$ cat src/rtl/msx_slot_router_if.sv
`default_nettype none
// ============================================================================
// Module   : msx_slot_router_if
// Purpose  : CPU-side, configuration and memory-side bus of the slot router.
// Revision : 1.0
// ============================================================================
interface msx_slot_router_if #(
    parameter int ADDR_W = 25
);
    localparam int PBASE_W = ADDR_W - 14;

    logic [15:0]        cpu_addr;
    logic [7:0]         cpu_dout;
    logic               cpu_rd;
    logic               cpu_wr;
    logic               cpu_mreq;
    logic               cpu_iorq;
    logic [7:0]         cpu_din;
    logic               cpu_din_en;
    logic               cpu_wait;
    logic               cfg_we;
    logic [5:0]         cfg_addr;
    logic [PBASE_W+1:0] cfg_data;
    logic [ADDR_W-1:0]  mem_addr;
    logic               mem_rd;
    logic               mem_wr;
    logic [7:0]         mem_din;
    logic [7:0]         mem_dout;
    logic               mem_ready;
    logic [1:0]         active_slot;
    logic [1:0]         active_subslot;
    logic               timeout_err;

    modport slave (
        input  cpu_addr, cpu_dout, cpu_rd, cpu_wr, cpu_mreq, cpu_iorq,
        input  cfg_we, cfg_addr, cfg_data, mem_dout, mem_ready,
        output cpu_din, cpu_din_en, cpu_wait, mem_addr, mem_rd, mem_wr, mem_din,
        output active_slot, active_subslot, timeout_err
    );

    modport master (
        output cpu_addr, cpu_dout, cpu_rd, cpu_wr, cpu_mreq, cpu_iorq,
        output cfg_we, cfg_addr, cfg_data, mem_dout, mem_ready,
        input  cpu_din, cpu_din_en, cpu_wait, mem_addr, mem_rd, mem_wr, mem_din,
        input  active_slot, active_subslot, timeout_err
    );
endinterface
`default_nettype wire

$ cat src/rtl/msx_slot_router.sv
`default_nettype none
// ============================================================================
// Module   : msx_slot_router
// Purpose  : Resolves Z80 memory cycles to slot/subslot/page, maps them through
//            a loadable page table and runs the wait-state memory handshake.
// Revision : 1.0
// ============================================================================
module msx_slot_router #(
    parameter int         NUM_SLOTS = 4,
    parameter logic [3:0] EXP_MASK  = 4'b1000,
    parameter int         ADDR_W    = 25,
    parameter int         TIMEOUT   = 255
) (
    input wire logic         clk,
    input wire logic         reset,
    msx_slot_router_if.slave bus
);
    localparam int         PBASE_W        = ADDR_W - 14;
    localparam logic [2:0] c_num_slots    = 3'(NUM_SLOTS);
    localparam logic [7:0] c_timeout_last = 8'(TIMEOUT - 1);

    typedef enum logic [1:0] {
        S_IDLE = 2'd0,
        S_REQ  = 2'd1,
        S_WAIT = 2'd2,
        S_HOLD = 2'd3
    } state_t;

    state_t r_state, w_next;

    logic [7:0]         r_pslot;
    logic [7:0]         r_ss [0:3];
    logic [PBASE_W+1:0] r_tbl [0:63];
    logic               r_prev_access;
    logic [ADDR_W-1:0]  r_mem_addr;
    logic [7:0]         r_mem_din;
    logic [7:0]         r_data;
    logic [7:0]         r_cnt;
    logic               r_is_rd;
    logic               r_timeout_err;

    logic [1:0]         w_page, w_slot, w_subslot;
    logic               w_slot_ok, w_expanded;
    logic [PBASE_W+1:0] w_entry;
    logic               w_io_sel, w_io_rd, w_io_wr;
    logic               w_access, w_new, w_ss_hit, w_ss_rd, w_ss_wr, w_go_req;
    logic [7:0]         w_din;
    logic               w_din_en, w_wait;

    assign w_page     = bus.cpu_addr[15:14];
    assign w_slot     = r_pslot[{w_page, 1'b0} +: 2];
    assign w_slot_ok  = ({1'b0, w_slot} < c_num_slots);
    assign w_expanded = w_slot_ok & EXP_MASK[w_slot];
    assign w_subslot  = w_expanded ? r_ss[w_slot][{w_page, 1'b0} +: 2] : 2'b00;
    assign w_entry    = r_tbl[{w_slot, w_subslot, w_page}];

    // I/O wins over a simultaneous memory strobe.
    assign w_io_sel = bus.cpu_iorq & (bus.cpu_addr[7:0] == 8'hA8);
    assign w_io_rd  = w_io_sel & bus.cpu_rd;
    assign w_io_wr  = w_io_sel & bus.cpu_wr;
    assign w_access = bus.cpu_mreq & ~bus.cpu_iorq & (bus.cpu_rd | bus.cpu_wr);
    assign w_new    = w_access & ~r_prev_access & (r_state == S_IDLE);
    assign w_ss_hit = w_access & (r_state == S_IDLE) & (bus.cpu_addr == 16'hFFFF) & w_expanded;
    assign w_ss_rd  = w_ss_hit & ~bus.cpu_wr;
    assign w_ss_wr  = w_ss_hit & w_new & bus.cpu_wr;
    assign w_go_req = w_new & ~w_ss_hit & w_slot_ok & w_entry[PBASE_W+1]
                    & (~bus.cpu_wr | w_entry[PBASE_W]);

    always_ff @(posedge clk or posedge reset) begin
        if (reset) r_state <= S_IDLE;
        else       r_state <= w_next;
    end

    always_comb begin
        w_next   = r_state;
        w_din    = r_data;
        w_din_en = 1'b0;
        w_wait   = 1'b0;
        case (r_state)
            S_IDLE: begin
                w_wait = w_go_req;
                if (w_new && !w_ss_hit) w_next = w_go_req ? S_REQ : S_HOLD;
            end
            S_REQ: begin
                w_wait = 1'b1;
                w_next = S_WAIT;
            end
            S_WAIT: begin
                w_wait = 1'b1;
                if (bus.mem_ready || (r_cnt == c_timeout_last)) w_next = S_HOLD;
            end
            S_HOLD: begin
                if (!bus.cpu_mreq) w_next = S_IDLE;
            end
            default: w_next = S_IDLE;
        endcase

        if (w_io_rd) begin
            w_din    = r_pslot;
            w_din_en = 1'b1;
        end else if (w_ss_rd) begin
            w_din    = ~r_ss[w_slot];
            w_din_en = 1'b1;
        end else if (w_new && !w_go_req && !bus.cpu_wr) begin
            w_din    = 8'hFF;
            w_din_en = 1'b1;
        end else if (r_state == S_HOLD && r_is_rd) begin
            w_din_en = 1'b1;
        end
    end

    assign bus.cpu_din        = w_din;
    assign bus.cpu_din_en     = w_din_en;
    assign bus.cpu_wait       = w_wait;
    assign bus.mem_rd         = (r_state == S_REQ) & r_is_rd;
    assign bus.mem_wr         = (r_state == S_REQ) & ~r_is_rd;
    assign bus.mem_addr       = r_mem_addr;
    assign bus.mem_din        = r_mem_din;
    assign bus.active_slot    = w_slot;
    assign bus.active_subslot = w_subslot;
    assign bus.timeout_err    = r_timeout_err;

    always_ff @(posedge clk or posedge reset) begin
        if (reset) begin
            r_pslot       <= 8'h00;
            r_prev_access <= 1'b0;
            r_mem_addr    <= '0;
            r_mem_din     <= 8'h00;
            r_data        <= 8'hFF;
            r_cnt         <= 8'h00;
            r_is_rd       <= 1'b0;
            r_timeout_err <= 1'b0;
            for (int i = 0; i < 4; i++) r_ss[i] <= 8'h00;
        end else begin
            r_prev_access <= w_access;
            if (w_io_wr) r_pslot <= bus.cpu_dout;
            if (w_ss_wr) r_ss[w_slot] <= bus.cpu_dout;
            case (r_state)
                S_IDLE: begin
                    // Capture the translated request so later table writes cannot disturb it.
                    if (w_new && !w_ss_hit) begin
                        r_is_rd    <= ~bus.cpu_wr;
                        r_mem_addr <= {w_entry[PBASE_W-1:0], bus.cpu_addr[13:0]};
                        r_mem_din  <= bus.cpu_dout;
                        r_data     <= 8'hFF;
                    end
                end
                S_REQ: r_cnt <= 8'h00;
                S_WAIT: begin
                    if (bus.mem_ready) begin
                        r_data <= bus.mem_dout;
                    end else if (r_cnt == c_timeout_last) begin
                        r_data        <= 8'hFF;
                        r_timeout_err <= 1'b1;
                    end else begin
                        r_cnt <= r_cnt + 8'd1;
                    end
                end
                default: ;
            endcase
        end
    end

    always_ff @(posedge clk or posedge reset) begin
        if (reset) begin
            for (int i = 0; i < 64; i++) r_tbl[i] <= '0;
        end else if (bus.cfg_we && ({1'b0, bus.cfg_addr[5:4]} < c_num_slots)) begin
            r_tbl[bus.cfg_addr] <= bus.cfg_data;
        end
    end
endmodule
`default_nettype wire
$ cat src/flat_wrapper.sv
// flat-port wrapper written by rule: the top's interface ports become plain ports
module msx_slot_router_flat 
#(
    parameter int         NUM_SLOTS = 4,
    parameter logic [3:0] EXP_MASK  = 4'b1000,
    parameter int         ADDR_W    = 25,
    parameter int         TIMEOUT   = 255
)
  (clk, reset, bus_cpu_addr, bus_cpu_dout, bus_cpu_rd, bus_cpu_wr, bus_cpu_mreq, bus_cpu_iorq, bus_cfg_we, bus_cfg_addr, bus_cfg_data, bus_mem_dout, bus_mem_ready, bus_cpu_din, bus_cpu_din_en, bus_cpu_wait, bus_mem_addr, bus_mem_rd, bus_mem_wr, bus_mem_din, bus_active_slot, bus_active_subslot, bus_timeout_err);
  msx_slot_router_if #(.ADDR_W(ADDR_W)) bus_i ();
  input wire logic clk;
  input wire logic reset;
  input wire logic [$bits(bus_i.cpu_addr)-1:0] bus_cpu_addr;
  input wire logic [$bits(bus_i.cpu_dout)-1:0] bus_cpu_dout;
  input wire logic [$bits(bus_i.cpu_rd)-1:0] bus_cpu_rd;
  input wire logic [$bits(bus_i.cpu_wr)-1:0] bus_cpu_wr;
  input wire logic [$bits(bus_i.cpu_mreq)-1:0] bus_cpu_mreq;
  input wire logic [$bits(bus_i.cpu_iorq)-1:0] bus_cpu_iorq;
  input wire logic [$bits(bus_i.cfg_we)-1:0] bus_cfg_we;
  input wire logic [$bits(bus_i.cfg_addr)-1:0] bus_cfg_addr;
  input wire logic [$bits(bus_i.cfg_data)-1:0] bus_cfg_data;
  input wire logic [$bits(bus_i.mem_dout)-1:0] bus_mem_dout;
  input wire logic [$bits(bus_i.mem_ready)-1:0] bus_mem_ready;
  output wire logic [$bits(bus_i.cpu_din)-1:0] bus_cpu_din;
  output wire logic [$bits(bus_i.cpu_din_en)-1:0] bus_cpu_din_en;
  output wire logic [$bits(bus_i.cpu_wait)-1:0] bus_cpu_wait;
  output wire logic [$bits(bus_i.mem_addr)-1:0] bus_mem_addr;
  output wire logic [$bits(bus_i.mem_rd)-1:0] bus_mem_rd;
  output wire logic [$bits(bus_i.mem_wr)-1:0] bus_mem_wr;
  output wire logic [$bits(bus_i.mem_din)-1:0] bus_mem_din;
  output wire logic [$bits(bus_i.active_slot)-1:0] bus_active_slot;
  output wire logic [$bits(bus_i.active_subslot)-1:0] bus_active_subslot;
  output wire logic [$bits(bus_i.timeout_err)-1:0] bus_timeout_err;
  assign bus_i.cpu_addr = bus_cpu_addr;
  assign bus_i.cpu_dout = bus_cpu_dout;
  assign bus_i.cpu_rd = bus_cpu_rd;
  assign bus_i.cpu_wr = bus_cpu_wr;
  assign bus_i.cpu_mreq = bus_cpu_mreq;
  assign bus_i.cpu_iorq = bus_cpu_iorq;
  assign bus_i.cfg_we = bus_cfg_we;
  assign bus_i.cfg_addr = bus_cfg_addr;
  assign bus_i.cfg_data = bus_cfg_data;
  assign bus_i.mem_dout = bus_mem_dout;
  assign bus_i.mem_ready = bus_mem_ready;
  assign bus_cpu_din = bus_i.cpu_din;
  assign bus_cpu_din_en = bus_i.cpu_din_en;
  assign bus_cpu_wait = bus_i.cpu_wait;
  assign bus_mem_addr = bus_i.mem_addr;
  assign bus_mem_rd = bus_i.mem_rd;
  assign bus_mem_wr = bus_i.mem_wr;
  assign bus_mem_din = bus_i.mem_din;
  assign bus_active_slot = bus_i.active_slot;
  assign bus_active_subslot = bus_i.active_subslot;
  assign bus_timeout_err = bus_i.timeout_err;
  msx_slot_router #(.NUM_SLOTS(NUM_SLOTS), .EXP_MASK(EXP_MASK), .ADDR_W(ADDR_W), .TIMEOUT(TIMEOUT)) u_core (.clk(clk), .reset(reset), .bus(bus_i));
endmodule
$ cat config.mk
export PLATFORM = sky130hd
export DESIGN_NAME = msx_slot_router_flat
export DESIGN_NICKNAME = d
export VERILOG_FILES = /design/src/rtl/msx_slot_router_if.sv /design/src/rtl/msx_slot_router.sv /design/src/flat_wrapper.sv
export SDC_FILE = /design/constraint.sdc
export NUM_CORES = 2
export LEC_CHECK = 0
export ABC_AREA = 0
export BUFFER_PORTS_ARGS = -buffer_cell sky130_fd_sc_hd__buf_2
export CORE_MARGIN = 1.5
export CORE_UTILIZATION = 38
export CTS_CLUSTER_DIAMETER = 50
export CTS_CLUSTER_SIZE = 20
export DETAILED_ROUTE_END_ITERATION = 10
export PLACE_DENSITY = 0.53
export SYNTH_ARGS = -nofsm -noshare
export SYNTH_HDL_FRONTEND = slang
export SYNTH_SLANG_ARGS = --single-unit
$ cat constraint.sdc
create_clock -name clk -period 43 [get_ports clk]
set_input_delay 6.45 -clock clk [delete_from_list [all_inputs] [get_ports clk]]
set_output_delay 6.45 -clock clk [all_outputs]
set_load 0.02 [all_outputs]
==> metrics.md <==
| Metric | Value |
|---|---|
| Run status | finished clean |
| Post-Layout Cell Count | ~3800 |
| IO Count | 109 |
| First-pass GRT wire length | roughly 150 mm |
| Synth Area in Simple Gates | 2.94% |
| Hold WC Path Type | register to register |
| Critical path arrival | 12.17 ns |
| Synth top area cells | dfrtp_1, mux2_2, mux4_2 |
| Largest net degree at the start of global routing | about 200 |
| Effective utilization at floorplan | about two fifths |
| CTS max path bufs | 3 |
| Post-synthesis cell type count | 64 |
| Post-synth top cells | dfrtp_1, mux2_2, mux4_2 |
| DR vias | 21126 |
| Cell taking the most area after synthesis | dfrtp_1 |
| Worst R2R End | u_core.bus.mem_addr[16] |
| RSZ-0062 raised after global routing | no |
| Slew margin rel. | between 10% and 20% |
| Cell area after layout | approximately 0.041 mm² |
| CTS tree | built |
| Final setup margin | approximately 24 ns |
| Maximum clock frequency | 0.0537 GHz |
| Req. time, crit path | about 37 ns |
| Final Routed Wirelength | ~100 mm |
| Critical path endpoint category | primary output |
| Post-Synth Adder-Cell Area | 0.240% |
| Post-synth top area share | a little over half |
| Die H | ~310 µm |
| CTS Buf Count | 101 |
| RR Startpoint | u_core.r_pslot[6] |
| Core ar. | 0.0952 mm² |
| Cell Area, Placed | approximately 0.038 mm² |
| H-tree Lvls | 3 |
| Most common cell in the netlist | dfrtp_1 |
| Final Max Tran Viols | 0 |
| Startpoint types | primary input |
| Tot Pwr | 2.12 mW |
| WHS | between 0.3 and 0.4 ns |
| Antenna viol nets, final | 0 |
| Hold Path Depth | 0 |
| Dominant synthesized flop cell | dfrtp_1 |
| Chip Width | roughly 310 µm |
| Fraction of layout instances using a drive strength above 1 | 51.1% |
| Iter 0 DRT Violations | roughly 1300 |
| Static Leak | 19.0 nW |
| IO buf count | ~110 |
| Final #Nets | roughly 2500 |
| Setup TNS | 0 ns |
| Area growth syn-to-layout | 13.5% |
| GRT Util Overall | a little over 20% |
| R2R Setup Slk | roughly 38 ns |
| DR DRC count | 0 |
| DR vias/cell | between 5 and 6 |
| Part of the Yosys area used for sequential elements | about 54% |
| Crit path kind | primary input to primary output |
| Post-synthesis mux area share | 36.7% |
| Post-synthesis cell area | ~0.037 mm² |
| Worst-path maximum fanout | 60 |
| Post-synthesis xor/xnor area fraction | 0.144% |
| CTS clk-pin slew, worst paths | about 0.06 ns |
| Register bit total from synthesis | just under 800 |
| Synth Area in Compound Gates | under 10% |
| Clk Latency, worst-skew pair | 0.68 ns |
| DP Cell Count | between 3000 and 4000 |
| # clock sinks | 790 |
| Post-Synthesis Cells | 2469 |
| Final setup violation count | 0 |
| Hold Crit Endpoint | u_core.r_ss[19] |
| Antenna violations before repair | 7 |
| Synth Net Count | about 2500 |
| Routed WL per cell | roughly 26 µm |
| R2R depth | 11 |
| Clk root buf | clkbuf_16 |
| Final Util | 43.6% |
| Total global routing overflow | 0 |
| Largest family of logic cells by synthesized area | multiplexers |
| Pre-CTS worst setup slack | approximately 24 ns |
| Row cnt | ~110 |
| Post-DP HPWL | 60.8 mm |
| Vias in the first global route | about 23000 |
| Slew @ Worst Pin | ~1.3 ns |
| Max-Cap Viols | 0 |
| Die footprint | between 0.09 and 0.1 mm² |
| Fin crit share | a little over two fifths |
| Power Density | a little over 50 mW/mm² |
| Asr flop ratio synth | 100% |
| Final Hold Viols | 0 |
| Final Skew | approximately 0.027 ns |
| Worst Hold Launch | u_core.r_ss[19] |
| Maximum vdd drop | ~0.033 mV |
| 1st-pass router iterations | 5 |
| Post-CTS resize count | 0 |
| Avg Cell Area, Syn | 14.8 µm² |
| RD Place Congestion | 0.847 |
| Hold buffers post-CTS | 0 |
| Number of flops mapped to enable cells by yosys | 0 |
| Synth warn | 0 |
| Post CTS Setup Buffer Count | 0 |
| Min Tclk post-route | 18.62 ns |
-- final cells by class --
type | count | area, µm²
repair buffers | 142 | 840
well taps | 1265 | 1580
fillers | 8474 | 53700
multi-input cells | 1410 | 15700
clock buffers | 110 | 2600
diodes | 5 | 12.5
flip-flops and latches | 790 | 19800
clock inverters | 81 | 945
inverters | 11 | 55.1
-- per-layer routing --
| layer | global-route usage (%) | share of wire [%] | vias up |
|---|---|---|---|
| met4 | 7.02 | 3.0 | 0 |
| met5 | 0 | 0 | - |
| met3 | 3.14 | 3.9 | 172 |
| met1 | 27.2 | 43 | 11457 |
| met2 | 33.8 | 50 | 424 |
| li1 | - | - | 9073 |
-- worst max path at each step --
| stage | startpoint | endpoint | slack [ns] | depth (start not counted) |
|---|---|---|---|---|
| final | bus_cpu_addr[15] | bus_cpu_din[0] | 24.38 | 15 |
| after global routing | bus_cpu_addr[15] | bus_cpu_din[1] | 24.06 | 15 |
| after CTS | bus_cpu_addr[15] | bus_cpu_din[7] | 24.31 | 15 |
| after detailed placement | bus_cpu_addr[15] | bus_cpu_din[7] | 24.31 | 15 |
| after global placement | bus_cpu_addr[15] | bus_cpu_din[2] | 24.45 | 15 |
| after floorplan | reset | u_core.bus.mem_addr[0] | 14.38 | 1 |
-- placed cells by master (no fill, tap or decap), types with 6 or more instances in the layout --
cell	instances
and3_1	7
clkinv_4	8
inv_6	34
clkinvlp_4	10
o31ai_1	10
buf_4	32
a21oi_1	47
nand3_1	12
buf_2	106
o21ai_1	8
o21ai_0	30
a22oi_1	7
mux2i_1	82
nand2_1	82
a311oi_1	7
clkinv_8	8
mux4_2	184
a221o_1	10
xor2_1	6
mux2_2	746
dfstp_2	8
clkbuf_16	101
bufinv_16	7
dfrtp_1	782
nand4_1	9
inv_1	7
nor2_1	64
inv_8	9
nor2_2	10
nand2b_1	15
ha_1	7
-- critical path: stages --
cell and delay (ns):
clkbuf_8 0.45, buf_4 0.72, mux2i_4 0.51, mux2_2 0.66, inv_2 0.50, nand2_1 0.31
nor2_1 0.06, o21ai_0 0.21, and2_2 0.24, clkinv_2 0.52, mux2_2 0.55, o211ai_2 0.27
o21ai_2 0.19, o21ai_1 0.20, buf_2 0.19
-- cells by family (layout without fill, tap and decap cells) --
logic type / count (synthesis) / in the layout
AOI/OAI and AO/OA: 150 / 150
xor gates and xnor gates: 6 / 6
adders and majority gates: 7 / 7
buffers and inverters: 269 / 344
DFF: 790 / 790
muxes: 1014 / 1014
other: 0 / 5
and+or+nand+nor: 233 / 233
-- flip-flops by register name, summed over array words and instances (netlist names) --
register                count
u_core.r_is_rd              1
u_core.r_prev_access        1
u_core.r_cnt                8
u_core.bus.timeout_err      1
u_core.r_pslot              8
u_core.bus.mem_din          8
u_core.r_ss                28
u_core.bus.mem_addr        25
u_core.r_data               8
u_core.r_state              2
u_core.r_tbl              700
-- power breakdown --
part           leakage, nW  switching [mW]  internal [mW]  total (mW)
combinational         6.80           0.161          0.160       0.321
sequential            10.5          0.0632          0.856       0.919
clock                 1.71           0.379          0.502       0.881
No activity file was read; power rests on OpenSTA's default activity.
